File: config.mk
export PLATFORM = sky130hd
export DESIGN_NAME = reg_arbiter
export DESIGN_NICKNAME = d
export VERILOG_FILES = /design/src/rtl/reg_arbiter.sv
export SDC_FILE = /design/constraint.sdc
export NUM_CORES = 1
export LEC_CHECK = 0
export CAP_MARGIN = 15
export CORE_ASPECT_RATIO = 0.9
export CORE_MARGIN = 2
export CORE_UTILIZATION = 41
export DETAILED_ROUTE_END_ITERATION = 10
export PLACE_DENSITY = 0.82
export SYNTH_ARGS = -nofsm -noshare
export SYNTH_HDL_FRONTEND = slang
export SYNTH_SLANG_ARGS = --single-unit
File: constraint.sdc
create_clock -name clk -period 4.47 [get_ports clk]
set_input_delay 1.1175 -clock clk [delete_from_list [all_inputs] [get_ports clk]]
set_output_delay 1.1175 -clock clk [all_outputs]
set_load 0.01 [all_outputs]
File: src/rtl/reg_arbiter.sv
// Round-robin arbiter giving four requesters one-at-a-time access to an
// external shared register. Each transaction runs IDLE -> ACCESS -> DONE.
module reg_arbiter #(
   parameter int unsigned NREQ = 4,
   parameter int unsigned W    = 4
) (
   input  logic              clk,
   input  logic              rst,
   input  logic [NREQ-1:0]   req,
   input  logic [NREQ-1:0]   wr,
   input  logic [NREQ*W-1:0] wdata,
   output logic [NREQ-1:0]   gnt,
   output logic [NREQ-1:0]   ack,
   output logic [W-1:0]      rdata,
   input  logic [W-1:0]      reg_q,
   output logic [W-1:0]      reg_in,
   output logic              reg_en,
   output logic              reg_rst,
   output logic [7:0]        txn_cnt
);

   localparam int unsigned IW = $clog2(NREQ);
   localparam int unsigned CW = 8;

   typedef enum logic [1:0] {IDLE, ACCESS, DONE} state_t;

   state_t          state, state_nx;
   logic [IW-1:0]   last, last_nx;
   logic [IW-1:0]   win, win_nx;
   logic            win_wr, win_wr_nx;
   logic [NREQ-1:0] gnt_nx, ack_nx;
   logic [CW-1:0]   cnt_nx;
   logic [IW-1:0]   pick;
   logic            pick_ok;

   // Round-robin search starting one past the most recent winner.
   always_comb begin
      logic [IW-1:0] idx;
      pick    = '0;
      pick_ok = 1'b0;
      idx     = '0;
      for (int unsigned i = 1; i <= NREQ; i++) begin
         idx = IW'(last + IW'(i));
         if (!pick_ok && req[idx]) begin
            pick    = idx;
            pick_ok = 1'b1;
         end
      end
   end

   // Next-state and next registered-output logic.
   always_comb begin
      state_nx  = state;
      last_nx   = last;
      win_nx    = win;
      win_wr_nx = win_wr;
      gnt_nx    = '0;
      ack_nx    = '0;
      cnt_nx    = txn_cnt;
      case (state)
         IDLE: begin
            if (pick_ok) begin
               state_nx  = ACCESS;
               last_nx   = pick;
               win_nx    = pick;
               win_wr_nx = wr[pick];
               gnt_nx    = NREQ'(1) << pick;
            end
         end
         ACCESS: begin
            state_nx = DONE;
            ack_nx   = NREQ'(1) << win;
         end
         DONE: begin
            state_nx = IDLE;
            cnt_nx   = txn_cnt + CW'(1);
         end
         default: state_nx = IDLE;
      endcase
   end

   always_ff @(posedge clk) begin
      if (rst) begin
         state   <= IDLE;
         last    <= IW'(NREQ - 1);
         win     <= '0;
         win_wr  <= 1'b0;
         gnt     <= '0;
         ack     <= '0;
         txn_cnt <= '0;
      end else begin
         state   <= state_nx;
         last    <= last_nx;
         win     <= win_nx;
         win_wr  <= win_wr_nx;
         gnt     <= gnt_nx;
         ack     <= ack_nx;
         txn_cnt <= cnt_nx;
      end
   end

   // The shared register floats when disabled, so it is always enabled and
   // recirculates its own value except during a write access.
   assign reg_rst = rst;
   assign reg_en  = 1'b1;
   assign reg_in  = (state == ACCESS && win_wr && !rst) ? wdata[W*win +: W] : reg_q;
   assign rdata   = (|ack) ? reg_q : '0;

endmodule

**After elaboration in Yosys (flattened, before gate mapping)**

Cells that the tools add are included.

- Logic and storage cells: 61
- Flip-flop bits (word level): 23
- Bits of input ports: 30
- Output and inout port bits: 26

- Equality and inequality tests: 3
- Add/sub/neg operators: 4
- Multiplexer cells: 22
- Shifts and indexed selects: 3
- Order comparisons: 5
- Reductions and logical operators: 14
- Bitwise gates (word level): 3

Operators by type and width:

| cell | count |
|---|---|
| $shiftx A16 B5 Y4 | 1 |
| $lt A2 B3 Y1 const B | 5 |
| $bmux W1 S2 | 5 |
| $mux W2 | 5 |
| $mux W1 | 9 |
| $add A8 B1 Y8 const B | 1 |
| $mux W4 | 2 |
| $shl A1 B2 Y4 const A | 2 |
| $logic_and A1 B1 Y1 | 5 |
| $add A2 B2 Y2 const B | 2 |
| $logic_not A1 Y1 | 4 |
| $pmux W2 S2 | 1 |
| $reduce_or A4 Y1 | 1 |
| $not A1 Y1 | 3 |
| $reduce_or A3 Y1 | 1 |
| $add A2 B1 Y2 const B | 1 |
| $eq A2 B1 Y1 const B | 1 |
| $eq A2 B2 Y1 const B | 1 |
| $logic_not A2 Y1 | 1 |
| $ne A2 B2 Y1 const B | 1 |
| $reduce_and A2 Y1 | 1 |
| $reduce_or A2 Y1 | 1 |

**Longest topological paths before layout**

- Depth in word-level cells: 15
- Gate-level depth with buffers: 5
- Mapped depth without buffers: 5

**Least setup slack after synthesis**

OpenSTA, ideal clock, no wires.

- Path type: input -> output
- From: input port rst
- To: output port reg_in[0]
- Setup slack: 1.408 ns
- Arrival time: 1.944 ns
- Required time: 3.353 ns
- Path buffers: 0
- Stages on the path: 3
- Path through: nor3b_2 -> and2_1 -> mux2_2

- Cells in the longest elaborated chain, start to end: 3

Ends and longest elaborated chain:

| element | RTL line | RTL |
|---|---|---|
| start: declaration | 8 | `input logic rst,` |
| $logic_not A1 Y1 | 106 | `assign reg_in = (state == ACCESS && win_wr && !rst) ? wdata[W*win +: W] : reg_q;` |
| $logic_and A1 B1 Y1 | 106 |  |
| $mux W4 | 106 |  |
| end: declaration | 16 | `output logic [W-1:0] reg_in,` |

No other way between the ends.

**Final worst setup path**

Ends and elaborated chain as after synthesis.

==> impl_metrics.tcl <==
set metrics [dict create \
    fin_crit_ns 4.10 \
    die_h_microns 54.3 \
    insertion_delay_ns 0.30 \
    grt_max_degree 16 \
    cts_tree "done" \
    holdBufCountCts 0 \
    rsz0062_at_grt "false" \
    highest_layer "met4" \
    clk_pin_slew_ns 0.12 \
    antenna_cells 0 \
    drive_above_1_share_pct 13.9 \
    dr_total_vias 972 \
    path_delay_family "buffers and inverters" \
    gp_congestion 0.750 \
    yosys.area.top_type_share_pct 40.0 \
    ctsResizeCount 0 \
    ys_ff_latch 23 \
    grt_overflow 0 \
    clockBufferDepth 2 \
    coreArea_sq_um 2700 \
    initialDrtViolationCount 22 \
    drv_slew 0 \
    path_cells "clkdlybuf4s50_1, nor3b_2, and2_1, mux2_2, clkdlybuf4s50_1" \
    die_w_microns 59.9 \
    setup_tns_ns 0 \
    outcome "finished, final reports clean" \
    tightest_slew_ns 0.554 \
    synth_top_cell_by_area "dfxtp_1" \
    async_reset_ff_share_pct 0 \
    drt-pass1-iter-count 4 \
    netlist_area_sq_um 1150 \
    cp.required_ns 3.35 \
    skew_ns 0.00135 \
    port_buffers 54 \
    post_cts_buffers 0 \
    max_cap_violations 0 \
    floorplan.initialDensity_pct 42.6 \
    fmax_mhz 244 \
    synth_flop_cell "dfxtp_1" \
    avgViaCountPerCell 4.98 \
    area_delta_synth_final_pct 50.9 \
    cts_buffers 3 \
    clock_sinks 23 \
    synth_cells 111 \
    critical_path.max_stage_delay_ns 0.48 \
    netlist_top_cells_area "dfxtp_1 (40%), mux4_2 (7.8%), nor2_1 (4.6%)" \
    hold_end "win_wr" \
    ys_warn_count 0 \
    synth-seq-area-share_pct 40.0 \
    placed_cells 191 \
    dieArea_sq_um 3250 \
    ir_drop_v 0.000191 \
    startpoint_type "primary input" \
    critPathMaxFanout 6 \
    reg2reg_depth 5 \
    post-route-period-util_pct 91.6 \
    fp-row-count 18 \
    wl_per_cell_microns 13.4 \
    ant_nets 0 \
    reg2reg_to "win_wr" \
    powerDensity_nw_per_um2 256 \
    wl_met2_microns 1280 \
    cp-end-kind "output port" \
    crit_arrival_ns 2.98 \
    final_net_count 197 \
    routed_wl_microns 2620 \
    worst-path-stages 5 \
    final_cells 195 \
    setup_viol_count_final 0 \
    synth_cell_types 38 \
    worstHoldStart "win_wr" \
    max-slew-margin-rel_pct 62.8 \
    hold_depth 2 \
    place_hpwl_microns 2140 \
    crit_start "rst" \
    crit_path_top_delay_cell "clkdlybuf4s50_1" \
    route.met3.wl_microns 210 \
    hold_path_class "reg -> reg" \
    grt_pass1_wl_microns 3980 \
    avgSynthCellArea_sq_um 10.4 \
    crit_top_cell "clkdlybuf4s50_1" \
    rr_startpoint "last[1]" \
    drc 0 \
    grt_pass1_vias 909 \
    wl_met1_microns 1110 \
    antenna_found_initial 0 \
    io_pins 56 \
    htreeDepth 1 \
    synth_edf_count 0 \
    path_class "in -> out" \
    root_buffer "clkbuf_4" \
    final-hold-violation-count 0 \
    grt.total_usage_pct 16.2 \
    r2r_slack_ns 3.02 \
    p_leak_nw 0.658 \
    critPathBufInv 2 \
    synthesis.nets 142 \
]
where the power goes:
group / switching, W / internal, W / total [W] / leakage, nW
sequential: 0.0000151 / 0.000218 / 0.000233 / 0.188
clock: 0.0000582 / 0.0000333 / 0.0000915 / 0.0177
combinational: 0.0000456 / 0.0000755 / 0.000121 / 0.453
total: 0.000119 / 0.000326 / 0.000445 / 0.658
per-stage QoR:
step                      hold WS, ns  cell area [sq um]  setup slack (ns)  utilization (%)  power (W)
after CTS                       0.533               1740             0.371             64.3   0.000449
after global routing            0.570               1740             0.275             64.3   0.000472
after floorplan                 0.459               1150              1.41                -   0.000301
final                           0.527               1740             0.375             64.3   0.000445
after detailed placement        0.508               1710             0.367             63.2   0.000359
after global placement          0.495               1710             0.426             63.2   0.000355
placed cells by master, fill, tap and decap left out, types with 2 or more instances in the layout:
| cell | n |
|---|---|
| xor2_1 | 5 |
| nor2b_1 | 7 |
| xnor2_1 | 2 |
| nor2_1 | 14 |
| mux4_2 | 4 |
| dfxtp_1 | 23 |
| and3_1 | 3 |
| nand2_1 | 8 |
| mux2_2 | 4 |
| mux2i_1 | 3 |
| nand3_1 | 4 |
| and3b_1 | 2 |
| a21oi_1 | 3 |
| nand2b_1 | 3 |
| clkbuf_4 | 3 |
| clkdlybuf4s50_1 | 54 |
per-layer routing:
metal  track usage [%]  up-vias
met5                 0        -
met1              19.3      437
met4              6.30        0
met2              29.2       41
li1                  -      492
met3              2.84        2
registers in the layout, indices dropped and copies added (netlist names):
register,flops
last,2
win,2
txn_cnt,8
ack,4
win_wr,1
gnt,4
state,2
logic make-up (layout without fill, tap and decap cells):
group                    count (synthesis)  after routing  share of synthesized area (%)
AND/OR/NAND/NOR                         52             52                           26.6
flip-flops                              23             23                           40.0
multiplexers                            12             12                           15.7
AO/OA/AOI/OAI                           10             10                           8.59
XOR/XNOR                                 7              7                           5.33
buffers and inverters                    5             59                           2.39
adder cells (fa/ha/maj)                  1              1                           1.09
other                                    1              1                          0.326
cells in the mapped netlist (2+ instances only):
master and count:
a21oi_1 3, and3_1 3, and3b_1 2, buf_4 2
clkbuf_1 2, dfxtp_1 23, mux2_2 4, mux2i_1 3
mux4_2 4, nand2_1 8, nand2b_1 3, nand3_1 4
nor2_1 14, nor2b_1 7, xnor2_1 2, xor2_1 5
worst max path at each step:
stage | to | slack, ns
floorplan | reg_in[0] | 1.41
global placement | reg_in[0] | 0.43
detailed placement | reg_in[0] | 0.37
CTS | reg_in[0] | 0.37
global route | reg_in[0] | 0.28
finish | reg_in[0] | 0.37
worst register-to-register path: cells and delay by family, from the launching register on:
kind            cells  cell delay, ns
mux                 2            0.55
flops               1            0.47
compound gates      3            0.37
final cells by class:
class / instances / area [sq um]
clock buffers: 3 / 22.5
clock inverters: 1 / 5.00
fillers: 225 / 966
multi-input cells: 83 / 663
flip-flops and latches: 23 / 460
well taps: 30 / 37.5
repair buffers: 55 / 548
Note: power is estimated with default switching activity, not from simulation.
